$ cat src/rtl/fir_out_buffer.sv
// Purpose: first-word-fall-through sample FIFO between the FIR output and a ready-gated consumer.
// Latency: a pushed sample appears on DOUT/VOUT one clock after it is written; no DIN->DOUT path.
// Backpressure: RDY=0 holds the head sample; pushes into a full FIFO are dropped and counted.
module fir_out_buffer #(
   parameter int WIDTH = 14,
   parameter int DEPTH = 8
) (
   input  logic                     CLK,
   input  logic                     RST_n,
   input  logic                     VIN,
   input  logic [WIDTH-1:0]         DIN,
   input  logic                     RDY,
   input  logic                     CLR_OVF,
   output logic [WIDTH-1:0]         DOUT,
   output logic                     VOUT,
   output logic [$clog2(DEPTH):0]   COUNT,
   output logic                     FULL,
   output logic                     EMPTY,
   output logic                     OVF,
   output logic [7:0]               DROPS
);

   localparam int AW = $clog2(DEPTH);
   localparam logic [AW:0] FULL_CNT = DEPTH[AW:0];

   logic [WIDTH-1:0] mem_q [DEPTH];
   logic [WIDTH-1:0] mem_d [DEPTH];
   logic [AW-1:0]    wr_ptr_q, wr_ptr_d;
   logic [AW-1:0]    rd_ptr_q, rd_ptr_d;
   logic [AW:0]      count_q, count_d;
   logic             ovf_q, ovf_d;
   logic [7:0]       drops_q, drops_d;

   logic             full, empty;
   logic             pop, push, drop;

   // Status flags come straight from the registered occupancy.
   assign full  = (count_q == FULL_CNT);
   assign empty = (count_q == '0);

   // A pop frees a slot in the same cycle, so a full FIFO can still accept a push
   // alongside it; an empty FIFO never pops, so there is no bypass.
   assign pop  = !empty && RDY;
   assign push = VIN && (!full || pop);
   assign drop = VIN && !push;

   // Next-state for storage, pointers, occupancy and overflow bookkeeping.
   always_comb begin
      mem_d    = mem_q;
      wr_ptr_d = wr_ptr_q;
      rd_ptr_d = rd_ptr_q;
      count_d  = count_q;
      ovf_d    = ovf_q;
      drops_d  = drops_q;

      if (push) begin
         mem_d[wr_ptr_q] = DIN;
         wr_ptr_d        = wr_ptr_q + 1'b1;
      end
      if (pop) begin
         rd_ptr_d = rd_ptr_q + 1'b1;
      end
      if (push && !pop) begin
         count_d = count_q + 1'b1;
      end else if (pop && !push) begin
         count_d = count_q - 1'b1;
      end

      // A drop in the clearing cycle is not lost: it becomes the first new drop.
      if (CLR_OVF) begin
         ovf_d   = drop;
         drops_d = drop ? 8'd1 : 8'd0;
      end else if (drop) begin
         ovf_d = 1'b1;
         if (drops_q != 8'hFF) begin
            drops_d = drops_q + 8'd1;
         end
      end
   end

   // State registers; reset discards every stored sample.
   always_ff @(posedge CLK or negedge RST_n) begin
      if (!RST_n) begin
         for (int i = 0; i < DEPTH; i++) begin
            mem_q[i] <= '0;
         end
         wr_ptr_q <= '0;
         rd_ptr_q <= '0;
         count_q  <= '0;
         ovf_q    <= 1'b0;
         drops_q  <= 8'd0;
      end else begin
         mem_q    <= mem_d;
         wr_ptr_q <= wr_ptr_d;
         rd_ptr_q <= rd_ptr_d;
         count_q  <= count_d;
         ovf_q    <= ovf_d;
         drops_q  <= drops_d;
      end
   end

   // Head sample is forced to zero while empty so nothing stale is ever presented.
   assign DOUT  = empty ? '0 : mem_q[rd_ptr_q];
   assign VOUT  = !empty;
   assign COUNT = count_q;
   assign FULL  = full;
   assign EMPTY = empty;
   assign OVF   = ovf_q;
   assign DROPS = drops_q;

endmodule
$ cat config.mk
export PLATFORM = sky130hd
export DESIGN_NAME = fir_out_buffer
export DESIGN_NICKNAME = d
export VERILOG_FILES = /design/src/rtl/fir_out_buffer.sv
export SDC_FILE = /design/constraint.sdc
export NUM_CORES = 1
export LEC_CHECK = 0
export BUFFER_PORTS_ARGS = -buffer_cell sky130_fd_sc_hd__buf_4
export CORE_MARGIN = 3
export CORE_UTILIZATION = 50
export DETAILED_ROUTE_END_ITERATION = 10
export GPL_ROUTABILITY_DRIVEN = 0
export PLACE_DENSITY = 0.68
export SYNTH_ARGS = -nofsm -noshare
export SYNTH_HDL_FRONTEND = slang
export SYNTH_SLANG_ARGS = --single-unit
export TNS_END_PERCENT = 30
$ cat constraint.sdc
create_clock -name CLK -period 2.8 [get_ports CLK]
set_input_delay 0.14 -clock CLK [delete_from_list [all_inputs] [get_ports CLK]]
set_output_delay 0.14 -clock CLK [all_outputs]
set_load 0.05 [all_outputs]
# Word level (Yosys, flattened, before mapping)
# Cells that the tools add are included.
# classes
n_addsub,5
mul,0
div_mod_pow,0
order_cmp,3
eq_ne,2
shift,0
muxes,15
bitwise_logic,2
reduce_logical,16
# ops
cell,count
$bwmux W112,1
$mux W14,4
$bmux W14 S3,1
$demux W14 S3,1
$mux W8,3
$add A8 B1 Y8 const B,1
$ge A4 B4 Y1 const B,2
$mux W4,2
$ne A8 B8 Y1 const B,1
$not A3 Y4,2
$add A3 B1 Y3 const B,2
$logic_and A1 B1 Y1,6
$reduce_bool A2 Y1,3
$add A4 B1 Y4 const B,1
$eq A4 B4 Y1 const B,1
$logic_not A1 Y1,4
$logic_not A4 Y1,1
$lt A4 B1 Y1 const B,1
$sub A4 B1 Y4 const B,1
$mux W1,3
$reduce_and A2 Y1,1
$logic_or A1 B1 Y1,1
# totals
reg_bits,131
latchBits,0
ramBits,0
mem_bits_ro,0
mem_count,0

# Longest topological paths before layout
# Gate-level depths: netlist of run 1.
# depth
word_depth,9
ltp_mapped,13

# Least setup slack after synthesis of run 1
# No wires, ideal clock.
# synth_path
kind,reg2reg
start,"register count_q[1], in the netlist COUNT[1]"
end,"register count_q[3], in the netlist COUNT[3]"
setup_time_ps,142
arrival_time_ps,3028
required_time_ps,2658
slack_ps,-370
stages_incl_launch_ff,14
synth_period_minus_slack_ps,3170
cell_sequence,dfrtp_1 or4b_4 inv_1 nand2b_1 buf_4 nand2_1 inv_1 ha_1 inv_1 ha_1 a21oi_1 and3_1 o21bai_1 xnor2_1
# synth_lines
element,line_no,text
start: declaration,30,"logic [AW:0] count_q, count_d;"
start signal: assignment,96,count_q <= count_d;
$eq A4 B4 Y1 (*),38,assign full = (count_q == FULL_CNT);
net FULL,17,"output logic FULL,"
$logic_not A1 Y1 (*),44,assign push = VIN && (!full || pop);
$logic_or A1 B1 Y1 (*),44,
$logic_and A1 B1 Y1 (*),44,
net push,35,"logic pop, push, drop;"
$logic_not A1 Y1,65,end else if (pop && !push) begin
$logic_and A1 B1 Y1,65,
$reduce_bool A2 Y1 (no line),n/a,
# The timed path passes the listed nets; every way through them passes the cells marked *. The select of a mux whose other input is x is not followed.
# A chain may end at the register's enable or synchronous reset.

# Worst setup path after layout of run 1
# layout_path
start,"register count_q[2], in the netlist COUNT[2]"
end,"register count_q[3], in the netlist COUNT[3]"
# layout_via
elab_chain_cells,8
# layout_lines
element,line_no,text
$logic_not A4 Y1,39,assign empty = (count_q == '0);
$logic_not A1 Y1,43,assign pop = !empty && RDY;
$logic_and A1 B1 Y1,43,
$logic_or A1 B1 Y1 (*),44,
$logic_and A1 B1 Y1 (*),44,
net push,35,
$logic_not A1 Y1,65,
$logic_and A1 B1 Y1,65,
$reduce_bool A2 Y1 (no line),n/a,
# Marks and branches as above.

==> results of run 1 <==
path summary, 6_finish.rpt:
| kind | from | end | cells past startpoint |
|---|---|---|---|
| worst max-delay path | COUNT[2] | COUNT[3] | 12 |
| min in group asynchronous | RST_n | mem_q[15] | 2 |
| worst min-delay path | DIN[13] | mem_q[13] | 2 |
| worst max register to register | COUNT[2] | COUNT[3] | 12 |
| worst min register to register | wr_ptr_q[2] | wr_ptr_q[2] | 1 |
| max in group asynchronous | RST_n | COUNT[1] | 3 |
cell families (layout without fill, tap and decap cells):
logic type / Yosys count / after routing
AOI/OAI and AO/OA: 33 / 33
xor gates and xnor gates: 7 / 7
adders and majority gates: 7 / 7
buffers and inverters: 28 / 98
DFF: 131 / 131
muxes: 143 / 143
and+or+nand+nor: 52 / 52
flip-flops by register name (all words and copies together), names as in the netlist:
| name | count |
|---|---|
| wr_ptr_q | 3 |
| DROPS | 8 |
| mem_q | 112 |
| COUNT | 4 |
| OVF | 1 |
| rd_ptr_q | 3 |
power by group through the flow:
stage | Combinational, mW | Clock [mW] | Sequential (mW)
after floorplan | 3.41 | 0 | 3.27
after global placement | 4.48 | 0 | 3.25
after detailed placement | 4.58 | 0 | 3.31
after CTS | 4.59 | 2.32 | 3.28
after global routing | 4.84 | 2.39 | 3.41
final | 4.54 | 2.27 | 3.29
metal layers:
layer	global-route usage	vias to the layer above	routed length, um
met5	0	-	0
met4	0.06419	0	152
met3	0.05181	17	360
met2	0.3276	51	6200
met1	0.2875	1882	5943
li1	-	1639	-
cell usage in the layout (no fill, tap or decap), types with 2 or more instances in the layout:
| master | count |
|---|---|
| bufinv_16 | 3 |
| a22o_1 | 14 |
| clkbuf_16 | 17 |
| dlygate4sd3_1 | 2 |
| nand4_2 | 2 |
| nand2b_1 | 2 |
| dfrtp_1 | 129 |
| buf_4 | 56 |
| and3_1 | 2 |
| mux2_2 | 115 |
| clkbuf_8 | 4 |
| nor2b_1 | 4 |
| clkbuf_1 | 4 |
| or4_1 | 2 |
| dfrtp_2 | 2 |
| nand3_2 | 2 |
| nand2_1 | 7 |
| nand4b_2 | 4 |
| nor2_1 | 4 |
| xnor2_1 | 7 |
| o41ai_1 | 2 |
| inv_1 | 4 |
| clkinvlp_4 | 4 |
| nor3_1 | 7 |
| nand3_1 | 8 |
| o21ai_0 | 6 |
| buf_12 | 2 |
| nand4_1 | 2 |
| ha_1 | 6 |
| mux4_2 | 28 |
| a21oi_1 | 5 |
stage by stage:
step / cells / utilization / power (mW)
6_report: 614 / 0.6220 / 10.09
5_1_grt: 614 / 0.6220 / 10.64
4_1_cts: 614 / 0.6214 / 10.19
3_5_place_dp: 580 / 0.5668 / 7.883
3_3_place_gp: 580 / 0.5668 / 7.724
2_1_floorplan: 401 / - / 6.680
timing repair:
item,4_1_cts,5_1_grt
gates resized for setup,0,4
hold buffers,2,0
setup endpoints to repair,0,2
buffers inserted,0,0
endpoints found under the hold margin,43,0
cell type report:
cell class / count / area, um^2
clock inverter: 7 / 121.4
multi-input combinational: 242 / 2671
sequential: 131 / 3281
clock buffer: 25 / 495.5
fill: 913 / 4408
timing repair buffer: 60 / 480.5
inverter: 6 / 26.28
tap: 143 / 178.9
==> results.cfg, run 1 <==
[grt]
grt.overflow.total = 0
grt_usage = 0.2078
grt_pass1_vias = 3869
grt_max_degree = 69
grt_pass1_wl_mm = 20.89
antenna_found_initial = 0

[logic_synthesis]
async_flop_share = 1.000
yosysTopAreaCellShare = 0.5387
syn_area_um2 = 6086
synth.area.top_cells = dfrtp_1 (54%), mux2_2 (21%), mux4_2 (10%), a22o_1 (2.0%), ha_1 (1.2%)
synthesis.nets = 427
synth.distinct_cells = 37
synth_ff_type = dfrtp_1
yosys.area.top_type = dfrtp_1
yosys-mux-area-fraction = 0.3164
ys_ff_latch = 131
synthMostInstantiatedCell = dfrtp_1
synthSimpleGateAreaFrac = 0.05613
synth_cells = 401
synth_xor_xnor_area_share = 0.01007
seq_area_frac_synth = 0.5387
synth_compound_area_frac = 0.03968
synth_commonest_cells = dfrtp_1 (131), mux2_2 (115), mux4_2 (28)
synth_edf_count = 0
avgSynthCellArea_um2 = 15.18
synth_fa_ha_area_frac = 0.01563
synth_top_family_by_area = multiplexers
yosys_warnings = 0

[worst_setup_path]
slowest_delay_ns = 0.60
start_kind = flip-flop
path_delay_family = simple AND/OR/NAND/NOR gates
critPathCaptureType = flip-flop
critical_path_class = reg -> reg
cp_max_fo = 5
reg2reg_slack_ns = 0.19
cp.arrival_ns = 2.90
worstPathCellList = or4b_4, clkinvlp_4, nand2b_1, nand2_1, inv_1, ha_1, inv_2, ha_1, a21oi_2, and3_1, o21bai_1, xnor2_1
path_buf_inv = 3
crit_top_cell = ha_1
worst_path_max_delay_cell = or4b_4
crit_required_ns = 3.09

[pwr]
cellPowerDensity_nw_per_um2 = 1391
p_seq_frac = 0.326
p_sw_mw = 3.580
clock_power_share = 0.225
comb_power_share = 0.450
leakagePower_nw = 3.142
switching_share = 0.3548
peakVddDrop_mv = 1.117
power.internal_mw = 6.509

[clock_network]
clockBufferDepth = 2
worstSkewPairLatency_ns = 0.41
cts_tree = done
numCtsBuffers = 17
cts.sinks = 131
clk_pin_slew_ns = 0.05
htree_levels = 4
cts_root_buf = clkbuf_16

[timing]
setup_viol = 0
rsz0062_at_grt = no
final.setup.tns_ns = 0
finalWorstSetupSlack_ns = 0.1927
slew_headroom = 0.4979
hold_viol_final = 0
finalCriticalPeriod_ns = 2.607
worst_slew_pin_slew_ns = 0.7504
post-route-period-util = 0.9312
whs_ns = 0.02125
drv_slew = 0
max_freq_ghz = 0.3835
clock-skew-final_ns = 0.006946

[min_path]
hp-class = in -> reg

[layout]
syn_to_final_growth_pct = 19.20
n_antenna_cell = 0
final_nets = 484
finalInstanceArea_um2 = 7254
layout-drive-gt1-share = 0.5180

[floorplan]
core_um2 = 11660
initial_core_util = 0.5218
fp.dieH_um = 116.3
die_w_um = 116.3
io_pins = 49
dieArea_um2 = 13530
std_cell_rows = 39

[detailed_routing]
dr.pass1.iters = 4
route.detailed.drc = 0
drtIter0Drc = 204
ant_nets = 0
via_count = 3589
wl_mm = 12.66
avgRoutedWirePerCell_um = 20.61
via_per_inst = 5.845

[placed_design]
preCtsSetupSlack_ns = 0.1552
detailed_place_hpwl_mm = 7.873
port_buffers = 48
place_area_um2 = 6610

[job]
cap_viol_max_count = 0

[run_status]
status = complete, no violations
No activity file was read; power rests on OpenSTA's default activity.
==> run 2, diff against run 1 <==
--- a/config.mk
+++ b/config.mk
@@ -10,7 +10,7 @@
 export CORE_UTILIZATION = 50
 export DETAILED_ROUTE_END_ITERATION = 10
 export GPL_ROUTABILITY_DRIVEN = 0
-export PLACE_DENSITY = 0.68
+export PLACE_DENSITY = 0.7
 export SYNTH_ARGS = -nofsm -noshare
 export SYNTH_HDL_FRONTEND = slang
 export SYNTH_SLANG_ARGS = --single-unit
==> run 2 against run 1 <==
- maximum frequency decreased by 1.0%
- sequential power about the same
- worst hold slack got worse by 0.0033 ns
==> results.cfg, run 2 (synthesized netlist as in run 1, its figures left out) <==
[worst_setup_path]
worst_path_max_delay_cell = or4b_4
cp_max_fo = 5
r2r.worst_path.cells = 12
crit_top_cell = ha_1
reg2reg_from = COUNT[2]
slowest_delay_ns = 0.59
rr_endpoint = COUNT[3]
reg2reg_slack_ns = 0.17
start_kind = flip-flop
worstPathCellList = or4b_4, clkinvlp_4, nand2b_1, nand2_1, inv_1, ha_1, inv_2, ha_1, a21oi_2, and3_1, o21bai_1, xnor2_1
crit_required_ns = 3.11
cp.arrival_ns = 2.94
critPathCaptureType = flip-flop
critical_path_class = reg -> reg

[min_path]
hp-class = in -> reg
hold_depth = 2
hp-start = DIN[12]
worst_hold_path.endpoint = mem_q[68]

[placed_design]
detailed_place_hpwl_mm = 7.469
port_buffers = 48
dp.cells = 579

[floorplan]
std_cell_rows = 39
core_um2 = 11660
io_pins = 49
initial_core_util = 0.5218
die_w_um = 116.3
dieArea_um2 = 13530
fp.dieH_um = 116.3

[clock_network]
cts_root_buf = clkbuf_16
clk_pin_slew_ns = 0.05
numCtsBuffers = 17
htree_levels = 4
postCtsSetupBuffers = 0
cts_tree = done
cts.sinks = 131
clockBufferDepth = 2
worstSkewPairLatency_ns = 0.42

[timing]
finalCriticalPeriod_ns = 2.634
worst_slew_pin_slew_ns = 0.7090
final.setup.tns_ns = 0
whs_ns = 0.01800
slew_headroom = 0.5256
setup_viol = 0
post-route-period-util = 0.9406
clock-skew-final_ns = 0.004453
drv_slew = 0
max_freq_ghz = 0.3797
hold_viol_final = 0

[pwr]
p_seq_frac = 0.318
leakagePower_nw = 3.216
cellPowerDensity_nw_per_um2 = 1407
clock_power_share = 0.250
switching_share = 0.3443
p_sw_mw = 3.575
comb_power_share = 0.432
power.internal_mw = 6.808
peakVddDrop_mv = 0.7127

[grt]
grt_usage = 0.2017
grt.overflow.total = 0
grt_pass1_vias = 3771
grt_max_degree = 54
grt_pass1_wl_mm = 20.11
antenna_found_initial = 0

[layout]
layout_commonest_cell = dfrtp_1
largest_reg_flops = 112
final_cell_mix = dfrtp_1 (129), mux2_2 (115), buf_4 (55)
largest-register = mem_q
syn_to_final_growth_pct = 21.28
layout-drive-gt1-share = 0.5179
layout.cells.non_filler = 618
final_nets = 488
nFillCells = 868
n_antenna_cell = 0

[detailed_routing]
ant_nets = 0
route.detailed.drc = 0
drtIter0Drc = 197
avgRoutedWirePerCell_um = 20.15
wl_mm = 12.45
dr.pass1.iters = 4
via_per_inst = 5.892
via_count = 3641

[run_status]
status = complete, no violations

[job]
cap_viol_max_count = 0
-- run 2: cell types whose count changed in the layout (fill, tap and decap cells not counted) --
| cell | delta |
|---|---|
| clkbuf_1 | -4 |
| bufinv_16 | +3 |
| nor2_2 | -1 |
| clkinvlp_4 | -3 |
| clkbuf_8 | +2 |
| buf_4 | -1 |
| nor2_1 | +1 |
| clkinv_4 | -1 |
| clkinv_2 | +3 |
| dlygate4sd3_1 | +5 |
-- run 2: through the flow --
stage          setup slack, ns    util  power, mW  instance area (um^2)
4_1_cts                0.09833  0.6324      10.47                  7376
5_1_grt             -0.0007914  0.6329      10.93                  7381
6_report                0.1664  0.6329      10.38                  7381
2_1_floorplan          -0.2386       -      6.680                  6091
3_5_place_dp            0.1293  0.5661      7.834                  6603
3_3_place_gp            0.2628  0.5661      7.695                  6603
-- run 2: repair_timing --
action | in CTS | in global routing
hold endpoints to repair | 79 | 0
gates resized for setup | 0 | 3
hold buffers | 7 | 0
endpoints found under the setup margin | 0 | 1
-- run 2: area by class of cell --
type / count / area, um^2 / share of cell area
well taps: 143 / 178.9 / 0.02424
multi-input cells: 242 / 2669 / 0.3616
clock buffers: 23 / 508.0 / 0.06883
inverters: 6 / 26.28 / 0.003560
flip-flops and latches: 131 / 3281 / 0.4445
clock inverters: 9 / 195.2 / 0.02645
repair buffers: 64 / 523.0 / 0.07086
-- run 2: how the worst max path moves through the flow --
stage	slack [ns]	to	cells past startpoint	start
after floorplan	-0.24	COUNT[3]	13	COUNT[1]
after global placement	0.26	COUNT[3]	12	COUNT[1]
after detailed placement	0.13	COUNT[3]	12	COUNT[1]
after CTS	0.1	COUNT[3]	12	COUNT[1]
after global routing	-0.0008	COUNT[3]	12	COUNT[2]
final	0.17	COUNT[3]	12	COUNT[2]
-- run 2: power by group through the flow --
| stage | Sequential (mW) | Combinational (mW) | Clock, mW |
|---|---|---|---|
| floorplan | 3.27 | 3.41 | 0 |
| global placement | 3.26 | 4.44 | 0 |
| detailed placement | 3.33 | 4.51 | 0 |
| CTS | 3.30 | 4.53 | 2.64 |
| global route | 3.41 | 4.79 | 2.73 |
| finish | 3.30 | 4.48 | 2.60 |
-- run 2: metal layers --
layer,share of wire,track usage,wire [um],vias up
met1,0.45,0.2711,5569,1897
met5,0,0,0,-
met2,0.49,0.3154,6137,84
li1,-,-,-,1644
met4,0.014,0.06961,177,0
met3,0.045,0.06062,566,16
-- run 2: worst max-delay path: cells and delay by family, from the launching register on --
kind                       cells  cell delay, ns
AOI/OAI and AO/OA              2            0.24
xor gates and xnor gates       1            0.12
adders and majority gates      2            0.46
buffers and inverters          3            0.27
DFF                            1            0.42
and+or+nand+nor                4            0.99
==> run 3, diff against run 2 <==
--- a/config.mk
+++ b/config.mk
@@ -8,9 +8,10 @@
 export BUFFER_PORTS_ARGS = -buffer_cell sky130_fd_sc_hd__buf_4
 export CORE_MARGIN = 3
 export CORE_UTILIZATION = 50
+export CTS_CLUSTER_SIZE = 12
 export DETAILED_ROUTE_END_ITERATION = 10
 export GPL_ROUTABILITY_DRIVEN = 0
-export PLACE_DENSITY = 0.7
+export PLACE_DENSITY_LB_ADDON = 0.2
 export SYNTH_ARGS = -nofsm -noshare
 export SYNTH_HDL_FRONTEND = slang
 export SYNTH_SLANG_ARGS = --single-unit
==> run 3 against run 2 <==
- total power decreased by 3.9%
- final cell count decreased by 0.32%
- wire length increased by 2.5%
- non-clock buffer count decreased by 2
- first-iteration DRC count increased by 17%
- combinational power increased by 1%
- critical path depth unchanged
- register-to-register slack improved by 0.03 ns
- core utilization decreased by 1.1 points
- largest cell class unchanged
==> results.cfg, run 3 (synthesized netlist as in run 1, its figures left out) <==
[grt]
grt_pass1_vias = 3666
grt.overflow.total = 0
grt_usage = 0.2072
grt_pass1_wl_mm = 20.66
grt_max_degree = 59
antenna_found_initial = 0

[min_path]
hold_depth = 2
hp-class = in -> reg
hp-start = DIN[12]
worst_hold_path.endpoint = mem_q[12]

[detailed_routing]
via_per_inst = 5.981
ant_nets = 0
dr.pass1.iters = 4
via_count = 3684
drtIter0Drc = 231
avgRoutedWirePerCell_um = 20.71
route.detailed.drc = 0
wl_mm = 12.76

[worst_setup_path]
reg2reg_slack_ns = 0.20
critical_path_class = reg -> reg
crit_required_ns = 3.10
critPathCaptureType = flip-flop
slowest_delay_ns = 0.57
start_kind = flip-flop
cp.arrival_ns = 2.90
rr_endpoint = COUNT[3]
path_delay_family = simple AND/OR/NAND/NOR gates
setup.worst_path.start = COUNT[1]
path_buf_inv = 3
reg2reg_from = COUNT[1]
r2r.worst_path.cells = 12
cp_max_fo = 6
worst_path_max_delay_cell = or4b_4
worstPathCellList = or4b_4, clkinvlp_4, nand2b_1, nand2_1, inv_1, ha_1, inv_1, ha_1, a21oi_2, and3_1, o21bai_1, xnor2_1

[placed_design]
place_area_um2 = 6663
port_buffers = 48
preCtsSetupSlack_ns = 0.1820
detailed_place_hpwl_mm = 7.984

[timing]
clock-skew-final_ns = 0.003935
finalCriticalPeriod_ns = 2.603
drv_slew = 0
post-route-period-util = 0.9296
slew_headroom = 0.4933
worst_slew_pin_slew_ns = 0.7600
rsz0062_at_grt = no
setup_viol = 0
hold_viol_final = 0
final.setup.tns_ns = 0
whs_ns = 0.01909
max_freq_ghz = 0.3842
finalWorstSetupSlack_ns = 0.1970

[clock_network]
cts.sinks = 131
htree_levels = 4
cts_tree = done
clk_pin_slew_ns = 0.06
clockBufferDepth = 2
numCtsBuffers = 17
worstSkewPairLatency_ns = 0.41
cts_root_buf = clkbuf_16

[pwr]
switching_share = 0.3619
p_sw_mw = 3.612
comb_power_share = 0.454
clock_power_share = 0.213
p_seq_frac = 0.333
leakagePower_nw = 3.161
peakVddDrop_mv = 0.7833
power.internal_mw = 6.369
cellPowerDensity_nw_per_um2 = 1375

[floorplan]
io_pins = 49
dieArea_um2 = 13530
die_w_um = 116.3
std_cell_rows = 39
core_um2 = 11660
fp.dieH_um = 116.3
initial_core_util = 0.5218

[layout]
final_cell_mix = dfrtp_1 (129), mux2_2 (115), buf_4 (55)
final_nets = 486
n_antenna_cell = 0
largest_reg_flops = 112
syn_to_final_growth_pct = 19.26
layout-drive-gt1-share = 0.5201
layout_commonest_cell = dfrtp_1
largest-register = mem_q
finalInstanceArea_um2 = 7258

[run_status]
status = complete, no violations

[job]
cap_viol_max_count = 0
## run 3: cell type report
| cell class | count | area, um^2 |
|---|---|---|
| Clock buffer | 21 | 460.4 |
| Clock inverter | 11 | 110.1 |
| Fill cell | 882 | 4404 |
| Inverter | 6 | 26.28 |
| Multi-Input combinational cell | 242 | 2669 |
| Sequential cell | 131 | 3281 |
| Tap cell | 143 | 178.9 |
| Timing Repair Buffer | 62 | 533.0 |
## run 3: power groups by stage
| stage | combinational, mW | clock [mW] | sequential, mW |
|---|---|---|---|
| global route | 4.83 | 2.26 | 3.43 |
| CTS | 4.58 | 2.17 | 3.32 |
| floorplan | 3.41 | 0 | 3.27 |
| detailed placement | 4.56 | 0 | 3.34 |
| finish | 4.54 | 2.12 | 3.32 |
| global placement | 4.47 | 0 | 3.27 |
## run 3: how the worst max path moves through the flow
stage,depth (start not counted),slack (ns),to
detailed placement,12,0.18,COUNT[3]
global placement,12,0.25,COUNT[3]
global route,12,0.01,COUNT[3]
finish,12,0.20,COUNT[3]
CTS,12,0.16,COUNT[3]
floorplan,13,-0.24,COUNT[3]
## run 3: layer usage
metal | wire length, um | up-vias | global-route usage
met4 | 175 | 0 | 0.06497
met5 | 0 | - | 0
met1 | 5739 | 1958 | 0.2870
li1 | - | 1640 | -
met3 | 405 | 16 | 0.04819
met2 | 6440 | 70 | 0.3284
## run 3: what timing repair did
item / 4_1_cts / 5_1_grt
endpoints found under the setup margin: 0 / 1
gates resized for setup: 0 / 2
hold endpoints to repair: 62 / 0
hold buffers: 2 / 0
buffers inserted: 0 / 0
## run 3: metrics by stage
stage	std cells	power, mW	util
floorplan	401	6.680	-
global placement	582	7.732	0.5713
detailed placement	582	7.905	0.5713
CTS	616	10.07	0.6219
global route	616	10.52	0.6224
finish	616	9.981	0.6224
